### src/rtl/sparc_rf_pkg.sv
// Shared definitions for the integer register bank (write port and read muxes).
package sparc_rf_pkg;

    localparam int unsigned ADDR_BITS  = 5;
    localparam int unsigned NUM_REGS   = 1 << ADDR_BITS;
    localparam int unsigned DATA_WIDTH = 32;

    typedef enum logic {
        IDLE,
        CLEAR
    } rf_state_e;

    localparam logic [DATA_WIDTH-1:0] REG_ZERO = '0;

endpackage

### src/rtl/rf_addr_decoder.sv
// Binary register index to one-hot write enable, gated by a single enable.
module rf_addr_decoder
    import sparc_rf_pkg::*;
#(
    parameter int unsigned ADDR_W = 5,
    parameter int unsigned N_REGS = 32
) (
    input  logic [ADDR_W-1:0] addr_i,
    input  logic              en_i,
    output logic [N_REGS-1:0] onehot_o
);

    // At most one bit set, and only when enabled
    always_comb begin
        onehot_o = '0;
        if (en_i) begin
            onehot_o[addr_i] = 1'b1;
        end
    end

endmodule

### src/rtl/regfile_write_port.sv
// Write side of the 32-entry register bank: storage, write handshake, sequenced bulk clear.
module regfile_write_port
    import sparc_rf_pkg::*;
#(
    parameter int unsigned DATA_WIDTH = sparc_rf_pkg::DATA_WIDTH,
    parameter int unsigned ADDR_BITS  = sparc_rf_pkg::ADDR_BITS,
    parameter int unsigned ZERO_R0    = 1
) (
    input  logic                  clk,
    input  logic                  rst_n,
    input  logic                  wr_valid,
    output logic                  wr_ready,
    input  logic [ADDR_BITS-1:0]  wr_addr,
    input  logic [DATA_WIDTH-1:0] wr_data,
    input  logic                  clr_req,
    output logic                  clr_busy,
    output logic [DATA_WIDTH-1:0] r0,  r1,  r2,  r3,  r4,  r5,  r6,  r7,
    output logic [DATA_WIDTH-1:0] r8,  r9,  r10, r11, r12, r13, r14, r15,
    output logic [DATA_WIDTH-1:0] r16, r17, r18, r19, r20, r21, r22, r23,
    output logic [DATA_WIDTH-1:0] r24, r25, r26, r27, r28, r29, r30, r31
);

    localparam int unsigned NREGS = 1 << ADDR_BITS;
    localparam logic [ADDR_BITS-1:0] LAST_IDX = ADDR_BITS'(NREGS - 1);
    localparam logic [ADDR_BITS-1:0] FIRST_CLR = (ZERO_R0 != 0) ? ADDR_BITS'(1) : '0;

    rf_state_e              state_q, state_d;
    logic [ADDR_BITS-1:0]   cnt_q, cnt_d;
    logic                   fire;
    logic [ADDR_BITS-1:0]   dec_addr;
    logic                   dec_en;
    logic [NREGS-1:0]       we;
    logic [DATA_WIDTH-1:0]  wdata;
    logic [DATA_WIDTH-1:0]  regs [NREGS];

    // Status decoded purely from registered state
    always_comb begin
        clr_busy = (state_q == CLEAR);
        wr_ready = ~clr_busy;
        fire     = wr_valid & wr_ready;
        // During a clear the counter steers the shared decoder and data is forced to zero
        dec_addr = clr_busy ? cnt_q : wr_addr;
        dec_en   = fire | clr_busy;
        wdata    = clr_busy ? DATA_WIDTH'(REG_ZERO) : wr_data;
    end

    // Next-state and clear counter sequencing
    always_comb begin
        state_d = state_q;
        cnt_d   = cnt_q;
        case (state_q)
            IDLE: begin
                if (clr_req) begin
                    state_d = CLEAR;
                    cnt_d   = FIRST_CLR;
                end
            end
            CLEAR: begin
                cnt_d = cnt_q + ADDR_BITS'(1);
                if (cnt_q == LAST_IDX) begin
                    state_d = IDLE;
                end
            end
            default: begin
                state_d = IDLE;
                cnt_d   = '0;
            end
        endcase
    end

    // FSM state and clear counter registers
    always_ff @(posedge clk or negedge rst_n) begin
        if (!rst_n) begin
            state_q <= IDLE;
            cnt_q   <= '0;
        end else begin
            state_q <= state_d;
            cnt_q   <= cnt_d;
        end
    end

    rf_addr_decoder #(
        .ADDR_W (ADDR_BITS),
        .N_REGS (NREGS)
    ) u_dec (
        .addr_i   (dec_addr),
        .en_i     (dec_en),
        .onehot_o (we)
    );

    for (genvar i = 0; i < NREGS; i++) begin : g_reg
        if (i == 0 && ZERO_R0 != 0) begin : g_zero
            // Writes to r0 complete the handshake but have nowhere to land
            logic unused_we;
            assign unused_we = we[i];
            assign regs[i]   = '0;
        end else begin : g_flop
            logic [DATA_WIDTH-1:0] reg_d, reg_q;

            // Load on this register's enable, otherwise hold
            always_comb begin
                reg_d = reg_q;
                if (we[i]) begin
                    reg_d = wdata;
                end
            end

            // Storage flop
            always_ff @(posedge clk or negedge rst_n) begin
                if (!rst_n) begin
                    reg_q <= '0;
                end else begin
                    reg_q <= reg_d;
                end
            end

            assign regs[i] = reg_q;
        end
    end

    assign r0  = regs[0];  assign r1  = regs[1];  assign r2  = regs[2];  assign r3  = regs[3];
    assign r4  = regs[4];  assign r5  = regs[5];  assign r6  = regs[6];  assign r7  = regs[7];
    assign r8  = regs[8];  assign r9  = regs[9];  assign r10 = regs[10]; assign r11 = regs[11];
    assign r12 = regs[12]; assign r13 = regs[13]; assign r14 = regs[14]; assign r15 = regs[15];
    assign r16 = regs[16]; assign r17 = regs[17]; assign r18 = regs[18]; assign r19 = regs[19];
    assign r20 = regs[20]; assign r21 = regs[21]; assign r22 = regs[22]; assign r23 = regs[23];
    assign r24 = regs[24]; assign r25 = regs[25]; assign r26 = regs[26]; assign r27 = regs[27];
    assign r28 = regs[28]; assign r29 = regs[29]; assign r30 = regs[30]; assign r31 = regs[31];

endmodule
### config.mk
export PLATFORM = sky130hd
export DESIGN_NAME = regfile_write_port
export DESIGN_NICKNAME = d
export VERILOG_FILES = /design/src/rtl/sparc_rf_pkg.sv /design/src/rtl/rf_addr_decoder.sv /design/src/rtl/regfile_write_port.sv
export SDC_FILE = /design/constraint.sdc
export NUM_CORES = 1
export LEC_CHECK = 0
export CAP_MARGIN = 15
export CORE_AREA = 2 2 420 422
export CTS_BUF_LIST = sky130_fd_sc_hd__clkbuf_8 sky130_fd_sc_hd__clkbuf_16
export DETAILED_ROUTE_END_ITERATION = 8
export DIE_AREA = 0 0 422 424
export HOLD_SLACK_MARGIN = 0.08
export PLACE_DENSITY_LB_ADDON = 0.25
export SLEW_MARGIN = 0
export SYNTH_ARGS = -nofsm -noshare
export SYNTH_HDL_FRONTEND = slang
export SYNTH_SLANG_ARGS = --single-unit
### constraint.sdc
create_clock -name clk -period 2.9 [get_ports clk]
set_input_delay 0.58 -clock clk [delete_from_list [all_inputs] [get_ports clk]]
set_output_delay 0.58 -clock clk [all_outputs]
set_load 0.005 [all_outputs]
==> results.sh, run 1 <==
export IMPL_outcome="finished, final reports clean"
export IMPL_flow_area_growth_from_synthesis_pct=47.3
export IMPL_post_route_setup_tns_ps=0
export IMPL_final_cells=5889
export IMPL_global_route_usage_total_pct=17.6
export IMPL_die_area_um2=179000
export IMPL_holdCritPathClass="input port to asynchronous set/reset pin"
export IMPL_combinationalPowerShare_pct=39.7
export IMPL_vias_per_cell=4.17
export IMPL_post_synth_top_count_cell="sky130_fd_sc_hd__dfrtp_1"
export IMPL_power_density_cell_area_nw_per_um2=1120
export IMPL_swShare_pct=30.4
export IMPL_critPathMaxFanout=19
export IMPL_start_kind="register"
export IMPL_routed_wirelength_um=162000
export IMPL_fraction_of_layout_cells_with_a_size_suffix_above_1_pct=34.0
export IMPL_grt_first_pass_wirelength_um=219000
export IMPL_clk_transition_reported_paths_ps=60
export IMPL_worstSetupEndpointType="register"
export IMPL_drt_iter0_drc=1106
export IMPL_total_switching_power_mw=19.3
export IMPL_cap_violations=0
export IMPL_edff_count_synth=0
export IMPL_fmaxAchievable_ghz=0.363
export IMPL_cp_data_arrival_time_ps=3370
export IMPL_power_leakage_nw=25.0
export IMPL_clock_skew_final_ps=19.5
export IMPL_cts_max_level=3
export IMPL_synth_area_leader_cell="sky130_fd_sc_hd__dfrtp_1"
export IMPL_number_of_antenna_violations_at_the_first_check_in_global_routing=14
export IMPL_sequential_area_share_after_synthesis_pct=64.6
export IMPL_critPathRequiredTime_ps=3510
export IMPL_wire_per_inst_um=27.5
export IMPL_numClockSinks=998
export IMPL_timing_worst_slew_pin_value_ps=1140
export IMPL_ys_async_sr_fraction_pct=100
export IMPL_core_region_area_um2=175000
export IMPL_post_synth_num_cell_types=33
export IMPL_drt_pass1_iterations=4
export IMPL_cts_tree="done"
export IMPL_timing_final_crit_period_ps=2760
export IMPL_sum_of_buffers_and_inverters_on_the_critical_path=4
export IMPL_ys_warnings_count=0
export IMPL_post_synth_main_area_contributors="sky130_fd_sc_hd__dfrtp_1 (65%), sky130_fd_sc_hd__mux2_2 (22%), sky130_fd_sc_hd__mux2_1 (6.4%)"
export IMPL_timing_final_hold_violations=0
export IMPL_post_synth_instance_area_um2=38700
export IMPL_critical_path_slowest_cell="sky130_fd_sc_hd__or4b_1"
export IMPL_finalCoreUtilization_pct=32.5
export IMPL_ys_top_cells_by_count="sky130_fd_sc_hd__dfrtp_1 (998), sky130_fd_sc_hd__mux2_2 (771), sky130_fd_sc_hd__mux2_1 (221)"
export IMPL_pwr_share_clk_pct=23.8
export IMPL_fp_row_count=154
export IMPL_postSynth_topFlopCell="sky130_fd_sc_hd__dfrtp_1"
export IMPL_initial_utilization_pct=22.1
export IMPL_synth_seq_cells=998
export IMPL_synthesis_instances=2332
export IMPL_die_h_um=424
export IMPL_gp_routability_congestion=0.769
export IMPL_cts_inserted_buffers=114
export IMPL_cp_common_cell="sky130_fd_sc_hd__buf_12"
export IMPL_path_delay_family="buffers and inverters"
export IMPL_chain_of_cells_forming_the_critical_path="buf_6, or4b_1, buf_12, a22oi_4, buf_4, buf_12, mux2_2"
export IMPL_clock_tree_buffer_depth=3
export IMPL_crit_path_max_incr_delay_ps=650
export IMPL_hpwl_um=113000
export IMPL_final_period_utilization_pct=95.0
export IMPL_hold_worst_slack_ps=333
export IMPL_power_ir_vdd_worst_mv=0.560
export IMPL_timing_final_setup_violations=0
export IMPL_synth_top_cell_area_share_pct=64.6
export IMPL_globalRoute_totalOverflow=0
export IMPL_floorplan_die_width_um=422
export IMPL_final_nets=3491
export IMPL_setup_worst_path_class="register to register"
export IMPL_route_antenna_remaining_nets=0
export IMPL_grt_setup_unrepaired="false"
export IMPL_io_buffer_count=1034
export IMPL_cts_root_buffer="sky130_fd_sc_hd__clkbuf_16"
export IMPL_residual_drc_count=0
export IMPL_slew_limit_headroom_pct=23.6
export IMPL_pwr_share_seq_pct=36.5
export IMPL_top_level_ports=1067
export IMPL_vias_in_the_first_global_route=25100
export IMPL_placed_cells=5665
export IMPL_grt_max_degree=73
export IMPL_p_int_mw=44.2
export IMPL_clock_latency_ps=750
export IMPL_report_final_slew_viol_count=0
export IMPL_post_synth_cell_area_avg_um2=16.6
export IMPL_post_layout_total_power_mw=63.5
export IMPL_num_vias=24600
export IMPL_num_fill_cells=17500
==> worst paths after layout <==
| path | startpoint | to | slack, ps | cells after the start |
|---|---|---|---|---|
| worst max-delay path | clr_busy$_DFF_PN0_ | r4[4]$_DFFE_PN0P_ | 140 | 7 |
| worst min-delay path | rst_n | r31[22]$_DFFE_PN0P_ | 330 | 2 |
| worst max register to register | clr_busy$_DFF_PN0_ | r4[4]$_DFFE_PN0P_ | 140 | 7 |
| worst min register to register | r9[20]$_DFFE_PN0P_ | r9[20]$_DFFE_PN0P_ | 480 | 1 |
| max in group asynchronous | rst_n | r9[2]$_DFFE_PN0P_ | 1340 | 4 |
| min in group clk | r9[20]$_DFFE_PN0P_ | r9[20]$_DFFE_PN0P_ | 480 | 1 |
==> logic make-up after synthesis <==
logic type               count (synthesis)  share of synthesized area (%)
AO/OA/AOI/OAI                           37                           1.31
XOR/XNOR                                 1                         0.0227
adder cells (fa/ha/maj)                  2                         0.0647
buffers and inverters                  234                           3.67
flip-flops                             998                           64.6
multiplexers                           992                           28.9
other                                    1                        0.00970
AND/OR/NAND/NOR                         67                           1.43
==> per-stage QoR <==
step                      setup slack (ps)  cell area [µm²]
final                                  144            56900
after global routing                  32.5            56900
after CTS                             6.37            56900
after detailed placement              -245            52900
after global placement                -230            52900
after floorplan                        719            38800
==> cell type report <==
| type | instances | area (µm²) | area share [%] |
|---|---|---|---|
| Inverter | 1 | 3.75 | 0.00659 |
| Antenna cell | 5 | 12.5 | 0.0220 |
| Clock buffer | 153 | 3400 | 5.97 |
| Sequential cell | 998 | 25000 | 43.9 |
| Multi-Input combinational cell | 1131 | 12500 | 22.0 |
| Timing Repair Buffer | 1202 | 12500 | 22.0 |
| Tap cell | 2340 | 2930 | 5.14 |
| Clock inverter | 59 | 549 | 0.965 |
==> power groups by stage <==
stage,logic [mW],clock network (mW),registers [mW]
6_report,25.2,15.1,23.2
5_1_grt,26.4,16.2,24.0
4_1_cts,25.8,15.6,23.2
3_5_place_dp,25.7,0,23.4
3_3_place_gp,25.6,0,23.2
2_1_floorplan,7.22,0,23.6
==> metal layers <==
| layer | up-vias | global-route usage, % | routed length (µm) |
|---|---|---|---|
| met5 | - | 0 | 23 |
| met4 | 4 | 6.90 | 6050 |
| li1 | 10400 | - | - |
| met2 | 737 | 30.7 | 82200 |
| met3 | 229 | 4.29 | 8740 |
| met1 | 13200 | 20.7 | 64800 |
==> worst reg2reg max path, stage by stage (launching register included) <==
cell and delay (ps):
sky130_fd_sc_hd__dfrtp_4 600, sky130_fd_sc_hd__buf_6 200, sky130_fd_sc_hd__or4b_1 660, sky130_fd_sc_hd__buf_12 220, sky130_fd_sc_hd__a22oi_4 190, sky130_fd_sc_hd__buf_4 170
sky130_fd_sc_hd__buf_12 210, sky130_fd_sc_hd__mux2_2 380
==> cell usage in the layout (no fill, tap or decap), types with 2 or more instances in the layout <==
master,synthesis,final
sky130_fd_sc_hd__clkdlybuf4s50_1,0,1032
sky130_fd_sc_hd__dfrtp_1,998,997
sky130_fd_sc_hd__mux2_2,771,771
sky130_fd_sc_hd__mux2_1,221,221
sky130_fd_sc_hd__clkbuf_16,0,116
sky130_fd_sc_hd__buf_4,113,94
sky130_fd_sc_hd__buf_12,0,71
sky130_fd_sc_hd__clkbuf_8,0,38
sky130_fd_sc_hd__conb_1,1,32
sky130_fd_sc_hd__inv_1,1,21
sky130_fd_sc_hd__a22oi_2,21,21
sky130_fd_sc_hd__nor2b_4,0,17
sky130_fd_sc_hd__clkinv_2,0,17
sky130_fd_sc_hd__nor2b_2,0,15
sky130_fd_sc_hd__a22oi_4,10,10
sky130_fd_sc_hd__nand4bb_1,8,8
sky130_fd_sc_hd__bufinv_16,0,8
sky130_fd_sc_hd__nand2_1,6,6
sky130_fd_sc_hd__diode_2,0,5
sky130_fd_sc_hd__o21ai_0,4,4
sky130_fd_sc_hd__nand4b_2,4,4
sky130_fd_sc_hd__inv_6,0,4
sky130_fd_sc_hd__clkinvlp_4,0,4
sky130_fd_sc_hd__or4b_1,3,3
sky130_fd_sc_hd__clkinv_4,0,3
sky130_fd_sc_hd__nand3b_4,2,2
sky130_fd_sc_hd__or4b_4,2,2
sky130_fd_sc_hd__nand3_1,2,2
sky130_fd_sc_hd__ha_1,2,2
==> repair_timing <==
action / 4_1_cts / 5_1_grt
pin swaps: 0 / 2
hold buffers: 1 / 0
hold endpoints to repair: 35 / 0
endpoints found under the setup margin: 2 / 13
resized for setup: 1 / 0
gates cloned: 0 / 1
setup buffers: 1 / 4
No activity file was read; power rests on OpenSTA's default activity.
==> run 2: changes to the inputs <==
--- a/config.mk
+++ b/config.mk
@@ -10,6 +10,7 @@
 export CTS_BUF_LIST = sky130_fd_sc_hd__clkbuf_8 sky130_fd_sc_hd__clkbuf_16
 export DETAILED_ROUTE_END_ITERATION = 8
 export DIE_AREA = 0 0 422 424
+export GPL_TIMING_DRIVEN = 0
 export HOLD_SLACK_MARGIN = 0.08
 export PLACE_DENSITY_LB_ADDON = 0.25
 export SLEW_MARGIN = 0
==> run 2 against run 1 <==
The run now ends with hold timing, setup timing left. Sequential power about the same. Hold slack worse by 570 ps. Fmax down 6.3%. Largest power group unchanged.
==> results.sh, run 2 (synthesis gave the netlist of run 1 again) <==
export IMPL_clk_transition_reported_paths_ps=60
export IMPL_final_nets=3598
export IMPL_num_vias=24600
export IMPL_hpwl_um=121000
export IMPL_numClockSinks=998
export IMPL_die_area_um2=179000
export IMPL_vias_per_cell=4.09
export IMPL_io_buffer_count=1034
export IMPL_drt_iter0_drc=1079
export IMPL_finalCoreUtilization_pct=32.5
export IMPL_gp_routability_congestion=0.775
export IMPL_grt_setup_unrepaired="true"
export IMPL_grt_first_pass_wirelength_um=219000
export IMPL_timing_final_crit_period_ps=2940
export IMPL_number_of_antenna_violations_at_the_first_check_in_global_routing=22
export IMPL_routed_wirelength_um=162000
export IMPL_final_period_utilization_pct=101
export IMPL_die_h_um=424
export IMPL_fmaxAchievable_ghz=0.340
export IMPL_drt_pass1_iterations=4
export IMPL_cp_data_arrival_time_ps=3580
export IMPL_clock_latency_ps=760
export IMPL_fp_row_count=154
export IMPL_globalRoute_totalOverflow=0
export IMPL_post_layout_total_power_mw=63.6
export IMPL_fraction_of_layout_cells_with_a_size_suffix_above_1_pct=32.5
export IMPL_critPathMaxFanout=10
export IMPL_timing_worst_slew_pin_value_ps=1030
export IMPL_rrSetupSlack_ps=-40
export IMPL_cap_violations=0
export IMPL_report_final_slew_viol_count=0
export IMPL_dpl_instance_area_um2=52300
export IMPL_wire_per_inst_um=26.9
export IMPL_violations="hold timing, setup timing"
export IMPL_holdCritPathClass="input port to asynchronous set/reset pin"
export IMPL_floorplan_die_width_um=422
export IMPL_core_region_area_um2=175000
export IMPL_power_ir_vdd_worst_mv=0.617
export IMPL_timing_final_hold_violations=135
export IMPL_route_antenna_remaining_nets=0
export IMPL_global_route_usage_total_pct=17.6
export IMPL_launch_instance_of_the_worst_register_to_register_path="clr_busy$_DFF_PN0_"
export IMPL_setup_worst_path_class="register to register"
export IMPL_top_level_ports=1067
export IMPL_timing_final_setup_violations=16
export IMPL_r2r_endpoint="r6[22]$_DFFE_PN0P_"
export IMPL_power_leakage_nw=25.0
export IMPL_design_area_um2=56800
export IMPL_critPathRequiredTime_ps=3540
export IMPL_clock_skew_final_ps=54.6
export IMPL_hold_worst_slack_ps=-236
export IMPL_worstSetupEndpointType="register"
export IMPL_residual_drc_count=0
export IMPL_mostFrequentLayoutCells="sky130_fd_sc_hd__clkdlybuf4s50_1 (1032), sky130_fd_sc_hd__dfrtp_1 (997), sky130_fd_sc_hd__mux2_2 (771)"
export IMPL_cts_inserted_buffers=117
export IMPL_start_kind="register"
export IMPL_slew_limit_headroom_pct=31.0
export IMPL_grt_max_degree=166
export IMPL_cts_tree="done"
export IMPL_clock_tree_buffer_depth=3
export IMPL_cts_max_level=3
export IMPL_power_density_cell_area_nw_per_um2=1120
export IMPL_initial_utilization_pct=22.1
export IMPL_mostFrequentLayoutCell="sky130_fd_sc_hd__clkdlybuf4s50_1"
export IMPL_outcome="complete, but fails checks"
export IMPL_flow_area_growth_from_synthesis_pct=46.9
export IMPL_cts_root_buffer="sky130_fd_sc_hd__clkbuf_16"
export IMPL_final_critical_path_setup_slack_ps=-40.6
export IMPL_rr_worst_depth=5
export IMPL_vias_in_the_first_global_route=25500
[run 2: cell types whose count changed in the layout (fill, tap and decap cells not counted), sizes merged]
cell	delta
clkbuf	+101
diode	+9
buf	+6
inv	+4
clkinvlp	-2
bufinv	-1
dlygate4sd2	-1
dlygate4sd3	-1
[run 2: cell type report]
cell class                 instances  area, µm²
inverter                           1       3.75
antenna                           14       35.0
fill                           17500     118000
clock inverter                    60        557
timing repair buffer            1073      11000
sequential                       998      25000
buffer                           233       1450
tap                             2340       2930
clock buffer                     154       3460
multi-input combinational       1131      12400
[run 2: repair_timing]
| item | in CTS | in global routing |
|---|---|---|
| pin swaps | 15 | 3 |
| endpoints found under the hold margin | 135 | 135 |
| setup buffers | 25 | 6 |
| endpoints found under the setup margin | 789 | 45 |
| gates resized for setup | 21 | 6 |
[run 2: critical path: stages (launching register included)]
cell and delay [ps]:
sky130_fd_sc_hd__dfrtp_2 450, sky130_fd_sc_hd__buf_4 170, sky130_fd_sc_hd__or4b_1 650, sky130_fd_sc_hd__a22oi_2 810
sky130_fd_sc_hd__buf_4 360, sky130_fd_sc_hd__mux2_2 360
[run 2: how the worst max path moves through the flow]
stage	start	endpoint	slack, ps	depth (start not counted)
CTS	clr_busy$_DFF_PN0_	wr_ready	-200	5
detailed placement	wr_addr[2]	r2[10]$_DFFE_PN0P_	-890	5
global route	clr_busy$_DFF_PN0_	r6[28]$_DFFE_PN0P_	-50	5
finish	clr_busy$_DFF_PN0_	r6[22]$_DFFE_PN0P_	-40	5
floorplan	wr_addr[1]	r12[17]$_DFFE_PN0P_	720	5
global placement	rst_n	r14[3]$_DFFE_PN0P_	-47550	1
[run 2: stage by stage]
stage / instances / TNS [ps] / worst slack [ps]
final: 6004 / -383 / -40.6
after global routing: 5996 / -778 / -53.0
after CTS: 5984 / -200 / -200
after detailed placement: 5745 / -514970 / -886
after global placement: 5737 / - / -47550
after floorplan: 2363 / 0 / 719
[run 2: power breakdown]
part           total, mW  internal, mW  switching [mW]
Combinational       25.3          15.3            10.0
Sequential          23.1          20.0            3.11
Clock               15.2          8.96            6.27
Total               63.6          44.2            19.4
[run 2: per-layer routing]
layer,GRT usage [%],wire [µm],vias up
met5,0,47,-
met4,8.23,7930,8
met3,4.79,10000,273
met2,30.8,82200,738
met1,19.9,61500,13000
li1,-,-,10600
==> run 3: changes to the inputs <==
--- a/config.mk
+++ b/config.mk
@@ -5,15 +5,18 @@
 export SDC_FILE = /design/constraint.sdc
 export NUM_CORES = 1
 export LEC_CHECK = 0
+export ABC_AREA = 1
 export CAP_MARGIN = 15
-export CORE_AREA = 2 2 420 422
+export CORE_AREA = 2 2 413 415
 export CTS_BUF_LIST = sky130_fd_sc_hd__clkbuf_8 sky130_fd_sc_hd__clkbuf_16
 export DETAILED_ROUTE_END_ITERATION = 8
-export DIE_AREA = 0 0 422 424
+export DIE_AREA = 0 0 415 417
 export GPL_TIMING_DRIVEN = 0
 export HOLD_SLACK_MARGIN = 0.08
 export PLACE_DENSITY_LB_ADDON = 0.25
+export SETUP_SLACK_MARGIN = 0.02
 export SLEW_MARGIN = 0
 export SYNTH_ARGS = -nofsm -noshare
 export SYNTH_HDL_FRONTEND = slang
+export SYNTH_HIERARCHICAL = 1
 export SYNTH_SLANG_ARGS = --single-unit
==> run 3 against run 2 <==
The flow now finishes without violations. Total power down 11%. Fmax grew 7.6%. Hold slack better by 630 ps. Largest cell class unchanged.
==> results.sh, run 3 <==
export IMPL_drt_iter0_drc=2550
export IMPL_pwr_share_seq_pct=37.7
export IMPL_drt_pass1_iterations=5
export IMPL_final_nets=4692
export IMPL_clock_latency_ps=740
export IMPL_clock_tree_buffer_depth=3
export IMPL_design_area_um2=54100
export IMPL_slew_limit_headroom_pct=27.4
export IMPL_grt_first_pass_wirelength_um=252000
export IMPL_power_leakage_nw=23.2
export IMPL_initial_utilization_pct=21.6
export IMPL_top_level_ports=1067
export IMPL_post_layout_total_power_mw=56.9
export IMPL_die_area_um2=173000
export IMPL_critPathRequiredTime_ps=3480
export IMPL_num_vias=30700
export IMPL_route_antenna_remaining_nets=0
export IMPL_rr_worst_depth=11
export IMPL_power_ir_vdd_worst_mv=0.497
export IMPL_residual_drc_count=0
export IMPL_grt_max_degree=162
export IMPL_swShare_pct=34.0
export IMPL_number_of_antenna_violations_at_the_first_check_in_global_routing=23
export IMPL_global_route_usage_total_pct=20.8
export IMPL_cap_violations=0
export IMPL_rrSetupSlack_ps=170
export IMPL_clock_skew_final_ps=22.7
export IMPL_timing_final_hold_violations=0
export IMPL_cts_inserted_buffers=114
export IMPL_globalRoute_totalOverflow=0
export IMPL_post_synth_cell_area_avg_um2=10.6
export IMPL_final_period_utilization_pct=94.2
export IMPL_timing_final_crit_period_ps=2730
export IMPL_mostFrequentLayoutCells="sky130_fd_sc_hd__clkdlybuf4s50_1 (1032), sky130_fd_sc_hd__nand2_1 (1015), sky130_fd_sc_hd__dfrtp_1 (997)"
export IMPL_setup_worst_path_class="register to register"
export IMPL_gp_routability_congestion=0.836
export IMPL_worstSetupEndpointType="register"
export IMPL_dpl_instance_area_um2=50000
export IMPL_critPathLaunch="clr_busy$_DFF_PN0_"
export IMPL_combinationalPowerShare_pct=36.6
export IMPL_pwr_share_clk_pct=25.7
export IMPL_fraction_of_layout_cells_with_a_size_suffix_above_1_pct=10.4
export IMPL_power_density_cell_area_nw_per_um2=1050
export IMPL_io_buffer_count=1034
export IMPL_start_kind="register"
export IMPL_launch_instance_of_the_worst_register_to_register_path="clr_busy$_DFF_PN0_"
export IMPL_outcome="finished, final reports clean"
export IMPL_r2r_endpoint="r16[13]$_DFFE_PN0P_"
export IMPL_holdCritPathClass="input port to asynchronous set/reset pin"
export IMPL_p_int_mw=37.5
export IMPL_vias_per_cell=4.40
export IMPL_grt_setup_unrepaired="true"
export IMPL_routed_wirelength_um=185000
export IMPL_mostFrequentLayoutCell="sky130_fd_sc_hd__clkdlybuf4s50_1"
export IMPL_die_h_um=417
export IMPL_post_synth_instance_area_um2=36500
export IMPL_total_switching_power_mw=19.3
export IMPL_synthesis_instances=3456
export IMPL_timing_worst_slew_pin_value_ps=1090
export IMPL_ys_warnings_count=6
export IMPL_floorplan_die_width_um=415
export IMPL_critPathMaxFanout=10
export IMPL_wire_per_inst_um=26.5
export IMPL_fp_row_count=151
export IMPL_clk_transition_reported_paths_ps=60
export IMPL_fmaxAchievable_ghz=0.366
export IMPL_num_fill_cells=17500
export IMPL_vias_in_the_first_global_route=30100
export IMPL_timing_final_setup_violations=0
export IMPL_cp_data_arrival_time_ps=3310
export IMPL_report_final_slew_viol_count=0
export IMPL_numClockSinks=998
export IMPL_cts_root_buffer="sky130_fd_sc_hd__clkbuf_16"
export IMPL_cts_max_level=3
export IMPL_worstSetupEndpoint="r16[13]$_DFFE_PN0P_"
export IMPL_core_region_area_um2=169000
export IMPL_hpwl_um=138000
export IMPL_cts_tree="done"
export IMPL_flow_area_growth_from_synthesis_pct=48.3
-- run 3: through the flow --
step	worst slack [ps]	util, %	cells	TNS (ps)	hold slack [ps]
2_1_floorplan	777	-	3487	0	284
3_3_place_gp	-46770	29.5	6739	-	465
3_5_place_dp	-980	29.6	6748	-607060	472
4_1_cts	21.9	32.0	6950	0	344
5_1_grt	-3.89	32.1	6961	-3.89	431
6_report	168	32.1	6969	0	394
-- run 3: repair_timing --
item	4_1_cts	5_1_grt
hold buffers	1	0
endpoints found under the hold margin	89	0
setup buffers	1	0
resized for setup	99	153
gates cloned	0	1
endpoints found under the setup margin	993	823
-- run 3: worst min-delay path by stage --
stage	endpoint	depth (start not counted)
2_1_floorplan	clr_busy$_DFF_PN0_	0
6_report	r13[22]$_DFFE_PN0P_	2
3_5_place_dp	r16[11]$_DFFE_PN0P_	2
4_1_cts	r31[17]$_DFFE_PN0P_	2
5_1_grt	r10[21]$_DFFE_PN0P_	2
3_3_place_gp	r30[20]$_DFFE_PN0P_	2
-- run 3: layout make-up --
| class | count | area (µm²) | share of cell area [%] |
|---|---|---|---|
| antenna | 18 | 45.0 | 0.0832 |
| buffer | 318 | 2120 | 3.92 |
| clock buffer | 144 | 3290 | 6.08 |
| clock inverter | 56 | 477 | 0.881 |
| inverter | 45 | 223 | 0.412 |
| multi-input combinational | 2126 | 9580 | 17.7 |
| sequential | 998 | 25000 | 46.2 |
| tap | 2218 | 2780 | 5.13 |
| timing repair buffer | 1046 | 10600 | 19.7 |
-- run 3: worst max-delay path, cell delays in order (launching register included) --
cell,delay [ps]
sky130_fd_sc_hd__dfrtp_2,490
sky130_fd_sc_hd__inv_6,120
sky130_fd_sc_hd__buf_12,180
sky130_fd_sc_hd__buf_6,170
sky130_fd_sc_hd__nand2_1,60
sky130_fd_sc_hd__nand2_1,180
sky130_fd_sc_hd__inv_1,130
sky130_fd_sc_hd__nand3_2,260
sky130_fd_sc_hd__nor2_1,100
sky130_fd_sc_hd__clkinv_2,200
sky130_fd_sc_hd__clkbuf_1,480
sky130_fd_sc_hd__o21ai_0,190
-- run 3: power by group through the flow --
stage	registers, mW	clock network (mW)	logic [mW]
after floorplan	21.6	0	5.58
after global placement	21.7	0	20.6
after detailed placement	21.6	0	20.9
after CTS	21.4	15.0	21.2
after global routing	22.0	15.5	22.3
final	21.5	14.6	20.8
-- run 3: layer usage --
layer / GRT usage (%) / wire length, µm
met1: 25.1 / 73900
met2: 35.5 / 92000
met3: 4.47 / 10800
met4: 9.14 / 8110
met5: 0 / 52
